## config.mk

```make
export PLATFORM = sky130hd
export DESIGN_NAME = uart_tx_frame
export DESIGN_NICKNAME = d
export VERILOG_FILES = /design/src/rtl/uart_pkg.sv /design/src/rtl/uart_baud_gen.sv /design/src/rtl/uart_tx_frame.sv
export SDC_FILE = /design/constraint.sdc
export NUM_CORES = 1
export LEC_CHECK = 0
export ABC_AREA = 1
export BUFFER_PORTS_ARGS = -buffer_cell sky130_fd_sc_hd__buf_2
export CAP_MARGIN = 20
export CELL_PAD_IN_SITES_DETAIL_PLACEMENT = 1
export CELL_PAD_IN_SITES_GLOBAL_PLACEMENT = 1
export CORE_MARGIN = 4
export CORE_UTILIZATION = 41
export CTS_BUF_LIST = sky130_fd_sc_hd__clkbuf_4 sky130_fd_sc_hd__clkbuf_8
export CTS_CLUSTER_SIZE = 20
export DETAILED_ROUTE_END_ITERATION = 8
export PLACE_DENSITY = 0.88
export SYNTH_ARGS = -nofsm -noshare
export SYNTH_HDL_FRONTEND = slang
export SYNTH_SLANG_ARGS = --single-unit
```

## constraint.sdc

```tcl
create_clock -name i_clk -period 1.63 [get_ports i_clk]
set_clock_uncertainty 0.05 [all_clocks]
set_input_delay 0.163 -clock i_clk [delete_from_list [all_inputs] [get_ports i_clk]]
set_output_delay 0.163 -clock i_clk [all_outputs]
set_load 0.02 [all_outputs]
```

## src/rtl/uart_pkg.sv

```systemverilog
// Shared definitions for the UART serial stages: FSM state encoding,
// 8N1 framing constants and the default frame sync byte.
package uart_pkg;

    typedef enum logic [2:0] {
        ST_IDLE,
        ST_REQ,
        ST_WAIT,
        ST_START,
        ST_DATA,
        ST_STOP,
        ST_DONE
    } uart_state_e;

    localparam int DATA_BITS = 8;
    localparam int STOP_BITS = 1;

    localparam logic [7:0] DEFAULT_HEADER = 8'hA5;

endpackage

```

## src/rtl/uart_baud_gen.sv

```systemverilog
// Bit-period timer for the UART stages: counts 0..CLKS_PER_BIT-1 while
// enabled and flags the last cycle of every bit period with o_tick.
module uart_baud_gen #(
    parameter int CLKS_PER_BIT = 104
) (
    input  logic i_clk,
    input  logic i_rst_n,
    input  logic i_clr,
    input  logic i_en,
    output logic o_tick
);

    localparam int CNT_W = (CLKS_PER_BIT > 1) ? $clog2(CLKS_PER_BIT) : 1;
    localparam logic [CNT_W-1:0] CNT_LAST = CNT_W'(CLKS_PER_BIT - 1);

    logic [CNT_W-1:0] cnt_q;
    logic [CNT_W-1:0] cnt_d;

    assign o_tick = i_en && (cnt_q == CNT_LAST);

    // Next count: clear wins, otherwise advance and wrap at the end of a bit.
    always_comb begin
        cnt_d = cnt_q;
        if (i_clr) begin
            cnt_d = '0;
        end else if (i_en) begin
            cnt_d = o_tick ? '0 : cnt_q + 1'b1;
        end
    end

    // Counter register.
    always_ff @(posedge i_clk or negedge i_rst_n) begin
        if (!i_rst_n) begin
            cnt_q <= '0;
        end else begin
            cnt_q <= cnt_d;
        end
    end

endmodule

```

## src/rtl/uart_tx_frame.sv

```systemverilog
// UART 8N1 frame transmitter: optionally sends a sync header, then pulls
// FRAME_LEN payload bytes from the upstream buffer with a one-cycle
// request/valid handshake and serialises them LSB first on o_tx.
module uart_tx_frame
    import uart_pkg::*;
#(
    parameter int          CLKS_PER_BIT = 104,
    parameter int          FRAME_LEN    = 9,
    parameter int          SEND_HEADER  = 1,
    parameter logic [7:0]  HEADER       = DEFAULT_HEADER
) (
    input  logic       i_clk,
    input  logic       i_rst_n,
    input  logic       i_start,
    input  logic [7:0] i_data,
    input  logic       i_valid,
    output logic       o_next,
    output logic       o_tx,
    output logic       o_busy,
    output logic       o_done
);

    localparam logic [2:0] DATA_LAST = 3'(DATA_BITS - 1);
    localparam logic [2:0] STOP_LAST = 3'(STOP_BITS - 1);
    localparam logic [3:0] BYTE_LAST = 4'(FRAME_LEN);

    uart_state_e state_q, state_d;
    logic [3:0]  byte_cnt_q, byte_cnt_d;
    logic [2:0]  bit_cnt_q, bit_cnt_d;
    logic [7:0]  shift_q, shift_d;
    logic        tx_q, tx_d;
    logic        next_q, next_d;
    logic        busy_q, busy_d;
    logic        done_q, done_d;

    logic        baud_en;
    logic        baud_tick;

    // The bit timer only runs while a bit is on the line; it sits at zero
    // otherwise so every start bit begins a full period.
    assign baud_en = (state_q == ST_START) || (state_q == ST_DATA) ||
                     (state_q == ST_STOP);

    uart_baud_gen #(
        .CLKS_PER_BIT (CLKS_PER_BIT)
    ) u_baud (
        .i_clk   (i_clk),
        .i_rst_n (i_rst_n),
        .i_clr   (!baud_en),
        .i_en    (baud_en),
        .o_tick  (baud_tick)
    );

    // Next-state logic; outputs are derived from the next state so they
    // appear registered in the same cycle the state is entered.
    always_comb begin
        state_d    = state_q;
        byte_cnt_d = byte_cnt_q;
        bit_cnt_d  = bit_cnt_q;
        shift_d    = shift_q;

        case (state_q)
            ST_IDLE: begin
                if (i_start) begin
                    if (SEND_HEADER != 0) begin
                        shift_d = HEADER;
                        state_d = ST_START;
                    end else begin
                        state_d = ST_REQ;
                    end
                end
            end
            ST_REQ: begin
                state_d = ST_WAIT;
            end
            ST_WAIT: begin
                if (i_valid) begin
                    shift_d    = i_data;
                    byte_cnt_d = byte_cnt_q + 4'd1;
                    state_d    = ST_START;
                end
            end
            ST_START: begin
                if (baud_tick) begin
                    state_d = ST_DATA;
                end
            end
            ST_DATA: begin
                if (baud_tick) begin
                    shift_d = shift_q >> 1;
                    if (bit_cnt_q == DATA_LAST) begin
                        bit_cnt_d = '0;
                        state_d   = ST_STOP;
                    end else begin
                        bit_cnt_d = bit_cnt_q + 3'd1;
                    end
                end
            end
            ST_STOP: begin
                if (baud_tick) begin
                    if (bit_cnt_q == STOP_LAST) begin
                        bit_cnt_d = '0;
                        state_d   = (byte_cnt_q == BYTE_LAST) ? ST_DONE : ST_REQ;
                    end else begin
                        bit_cnt_d = bit_cnt_q + 3'd1;
                    end
                end
            end
            ST_DONE: begin
                byte_cnt_d = '0;
                state_d    = ST_IDLE;
            end
            default: begin
                state_d = ST_IDLE;
            end
        endcase

        tx_d   = (state_d == ST_START) ? 1'b0 :
                 (state_d == ST_DATA)  ? shift_d[0] : 1'b1;
        next_d = (state_d == ST_REQ);
        busy_d = (state_d != ST_IDLE);
        done_d = (state_d == ST_DONE);
    end

    // State and registered outputs; reset forces the line idle-high at once.
    always_ff @(posedge i_clk or negedge i_rst_n) begin
        if (!i_rst_n) begin
            state_q    <= ST_IDLE;
            byte_cnt_q <= '0;
            bit_cnt_q  <= '0;
            shift_q    <= '0;
            tx_q       <= 1'b1;
            next_q     <= 1'b0;
            busy_q     <= 1'b0;
            done_q     <= 1'b0;
        end else begin
            state_q    <= state_d;
            byte_cnt_q <= byte_cnt_d;
            bit_cnt_q  <= bit_cnt_d;
            shift_q    <= shift_d;
            tx_q       <= tx_d;
            next_q     <= next_d;
            busy_q     <= busy_d;
            done_q     <= done_d;
        end
    end

    assign o_tx   = tx_q;
    assign o_next = next_q;
    assign o_busy = busy_q;
    assign o_done = done_q;

endmodule

```

==> results.toml <==
[sta]
final.period_utilization = 1.01
slew_viol_final = 0
worst_slew_pin_slew_ns = 0.676
period_minus_slack_ns = 1.65
max_freq_mhz = 607
setup_slack_ns = -0.0179
setup_violations = 2
hold_viol_final = 0
rsz0062_at_grt = "yes"
fin_tns_setup_ns = -0.0293
maxSlewHeadroom = 0.550

[place]
hpwl_um = 3080
numPortBuffers = 15
dp.cells = 268
gp_congestion = 0.789
placed_cell_area_mm2 = 0.00180

[critical_path]
reg2reg_to = "o_tx"
crit_family = "simple AND/OR/NAND/NOR gates"
reg2reg_from = "u_baud.cnt_q[1]"
required_ns = 1.80
cp_num_buf_inv = 1
path_common_cell = "nor2_2"
cp.arrival_ns = 1.82
rrSetupSlack_ns = -0.02
crit_type = "flop to flop"
path_max_fanout = 8
cp-end-kind = "flop"
critPathCapture = "o_tx"
start_kind = "flop"
reg2reg_depth = 10
path_cells = "ha_4, nand2_4, inv_4, nand3_4, nand2_2, a21oi_1, nor2_2, nand3_1, nor2_2, nor2_2"
worstSetupStartpoint = "u_baud.cnt_q[1]"
crit_slowest_cell = "dfrtp_1"
crit_path_max_incr_delay_ns = 0.42
path_depth = 10

[global_route]
grt-ovfl-total = 0
antenna_found_initial = 0
grt_pass1_vias = 1533
grt_pass1_wl_um = 7240
grt_max_degree = 30
gr-usage-all-layers = 0.188

[cts]
cts-root-buf = "clkbuf_8"
cts_tree = "done"
clock_path_buffers = 2
h-tree-depth = 2
clock_latency_ns = 0.29
path_clk_slew_ns = 0.07
cts_made_buffers = 5
cts_sinks = 29

[finish]
layout-drive-gt1-share = 0.318
fin_area_mm2 = 0.00201
fill_cells = 472
fin_util = 0.537
layout.nets = 250
antenna_cells = 0
syn_to_final_growth_pct = 24.2
fin_cells = 281

[floorplanning]
fp.dieArea_mm2 = 0.00502
core_area_mm2 = 0.00374
row_count = 22
ios = 16
start_util = 0.432
die_w_um = 70.8
fp.dieH_um = 70.8

[logic_synthesis]
yosysWarnings = 0
synth.yosys.seq_area_share = 0.449
synth_cells = 199
ys_seq_elements = 29
syn-num-nets = 217
mappedNetlistArea_mm2 = 0.00162
synth_cell_types = 27
syn_avg_cell_area_um2 = 8.14

[pwr]
leakage_uw = 0.00104
p_switching_uw = 314
seq_power_share = 0.532
ir_drop_mv = 0.528
combPwrFrac = 0.033
clkPwrFrac = 0.435
switching_share = 0.230
power_density_mw_per_mm2 = 679
p_total_uw = 1370
p_int_uw = 1050

[drt]
firstDrtPassIters = 4
viasPerCell = 5.27
first_iter_violations = 58
postRouteAntennaNets = 0
drc = 0
vias = 1482
drt-total-wl_um = 4640
wl_per_cell_um = 16.5

[worst_hold_path]
min_path_type = "input pin to flop"

[status]
status = "finished, violations left"
violations = "negative setup slack"

[job]
maxCapViolations = 0
per-layer routing:
| metal | up-vias | GRT usage | wire, µm |
|---|---|---|---|
| li1 | 699 | - | - |
| met3 | 14 | 0.0582 | 188 |
| met2 | 35 | 0.316 | 2490 |
| met5 | - | 0 | 0 |
| met4 | 0 | 0.0752 | 150 |
| met1 | 734 | 0.223 | 1810 |
cells in the mapped netlist (all sizes together):
cell type	n	area (µm²)
o21ai	5	25.0
xor2	3	26.3
a21oi	9	45.0
o22a	1	8.76
nor3	6	35.0
o22ai	2	12.5
nand4	2	18.8
nand3	31	173
dfstp	1	26.3
nand2	37	159
ha	6	75.1
nand3b	1	7.51
xnor2	2	17.5
nor2	28	140
and2	1	6.26
dfrtp	28	701
inv	35	131
buf	1	11.3
worst min-delay path by stage:
stage | slack [ns] | endpoint | depth (start not counted) | from
finish | 0.04 | shift_q[6] | 3 | i_data[6]
global route | 0.04 | shift_q[3] | 3 | i_data[3]
CTS | 0.04 | shift_q[3] | 3 | i_data[3]
detailed placement | 0.18 | byte_cnt_q[2] | 1 | i_rst_n
global placement | 0.18 | byte_cnt_q[2] | 1 | i_rst_n
floorplan | -0.18 | bit_cnt_q[0] | 0 | i_rst_n
worst reg2reg max path, stage by stage, from the launching register on:
cell and delay (ns):
dfrtp_1 0.42, ha_4 0.19, nand2_4 0.06, inv_4 0.07, nand3_4 0.13, nand2_2 0.12, a21oi_1 0.08, nor2_2 0.17
nand3_1 0.12, nor2_2 0.13, nor2_2 0.04
power groups by stage:
stage / logic [µW] / clock network, µW / registers (µW)
4_1_cts: 46.4 / 597 / 727
6_report: 44.9 / 594 / 727
3_3_place_gp: 43.1 / 0 / 739
3_5_place_dp: 43.9 / 0 / 740
5_1_grt: 52.4 / 640 / 727
2_1_floorplan: 13.0 / 0 / 739
flip-flops by register name (all words and copies together), names as in the netlist:
register / flops
bit_cnt_q: 3
state_q: 3
u_baud.cnt_q: 7
byte_cnt_q: 4
o_done: 1
shift_q: 8
o_busy: 1
o_tx: 1
o_next: 1
metrics by stage:
step                worst slack (ns)  hold slack [ns]
CTS                          0.00156           0.0446
floorplan                      0.118           -0.183
global placement              0.0574            0.181
finish                       -0.0179           0.0388
detailed placement           -0.0937            0.181
global route                  -0.138           0.0435
kinds of logic after synthesis:
group,synth area share
AO/OA/AOI/OAI,0.0564
XOR/XNOR,0.0271
adder cells (fa/ha/maj),0.0464
buffers and inverters,0.0881
flip-flops,0.449
AND/OR/NAND/NOR,0.333
placed cells by master (no fill, tap or decap), types with 2 or more instances in the layout:
cell	count
dfrtp_2	3
ha_1	5
inv_1	27
nor2_1	17
clkinv_2	2
a21oi_1	8
nor2_2	5
nand2_1	29
nand2_4	3
xnor2_1	2
dfrtp_1	25
clkbuf_8	5
xor2_1	3
nand2_2	5
inv_2	7
nand3_1	26
nor2_4	6
o21ai_0	4
nand3_2	4
buf_2	15
o22ai_1	2
nor3_1	5
buf_4	11
area by class of cell:
type / count / area, µm² / share of cell area
Multi-Input combinational cell: 134 / 832 / 0.414
Inverter: 35 / 134 / 0.0666
Timing Repair Buffer: 27 / 168 / 0.0834
Sequential cell: 29 / 731 / 0.363
Tap cell: 48 / 60.1 / 0.0299
Clock inverter: 2 / 10.0 / 0.00498
Clock buffer: 6 / 76.3 / 0.0380
repair_timing:
item                                    CTS  global route
hold buffers                              1             0
endpoints found under the hold margin    28             0
endpoints found under the setup margin    4            12
buffers inserted                          0             4
pin swaps                                 2            10
gates resized for setup                   7            20
gates cloned                              0             0
Power figures use the tool's default switching activity.
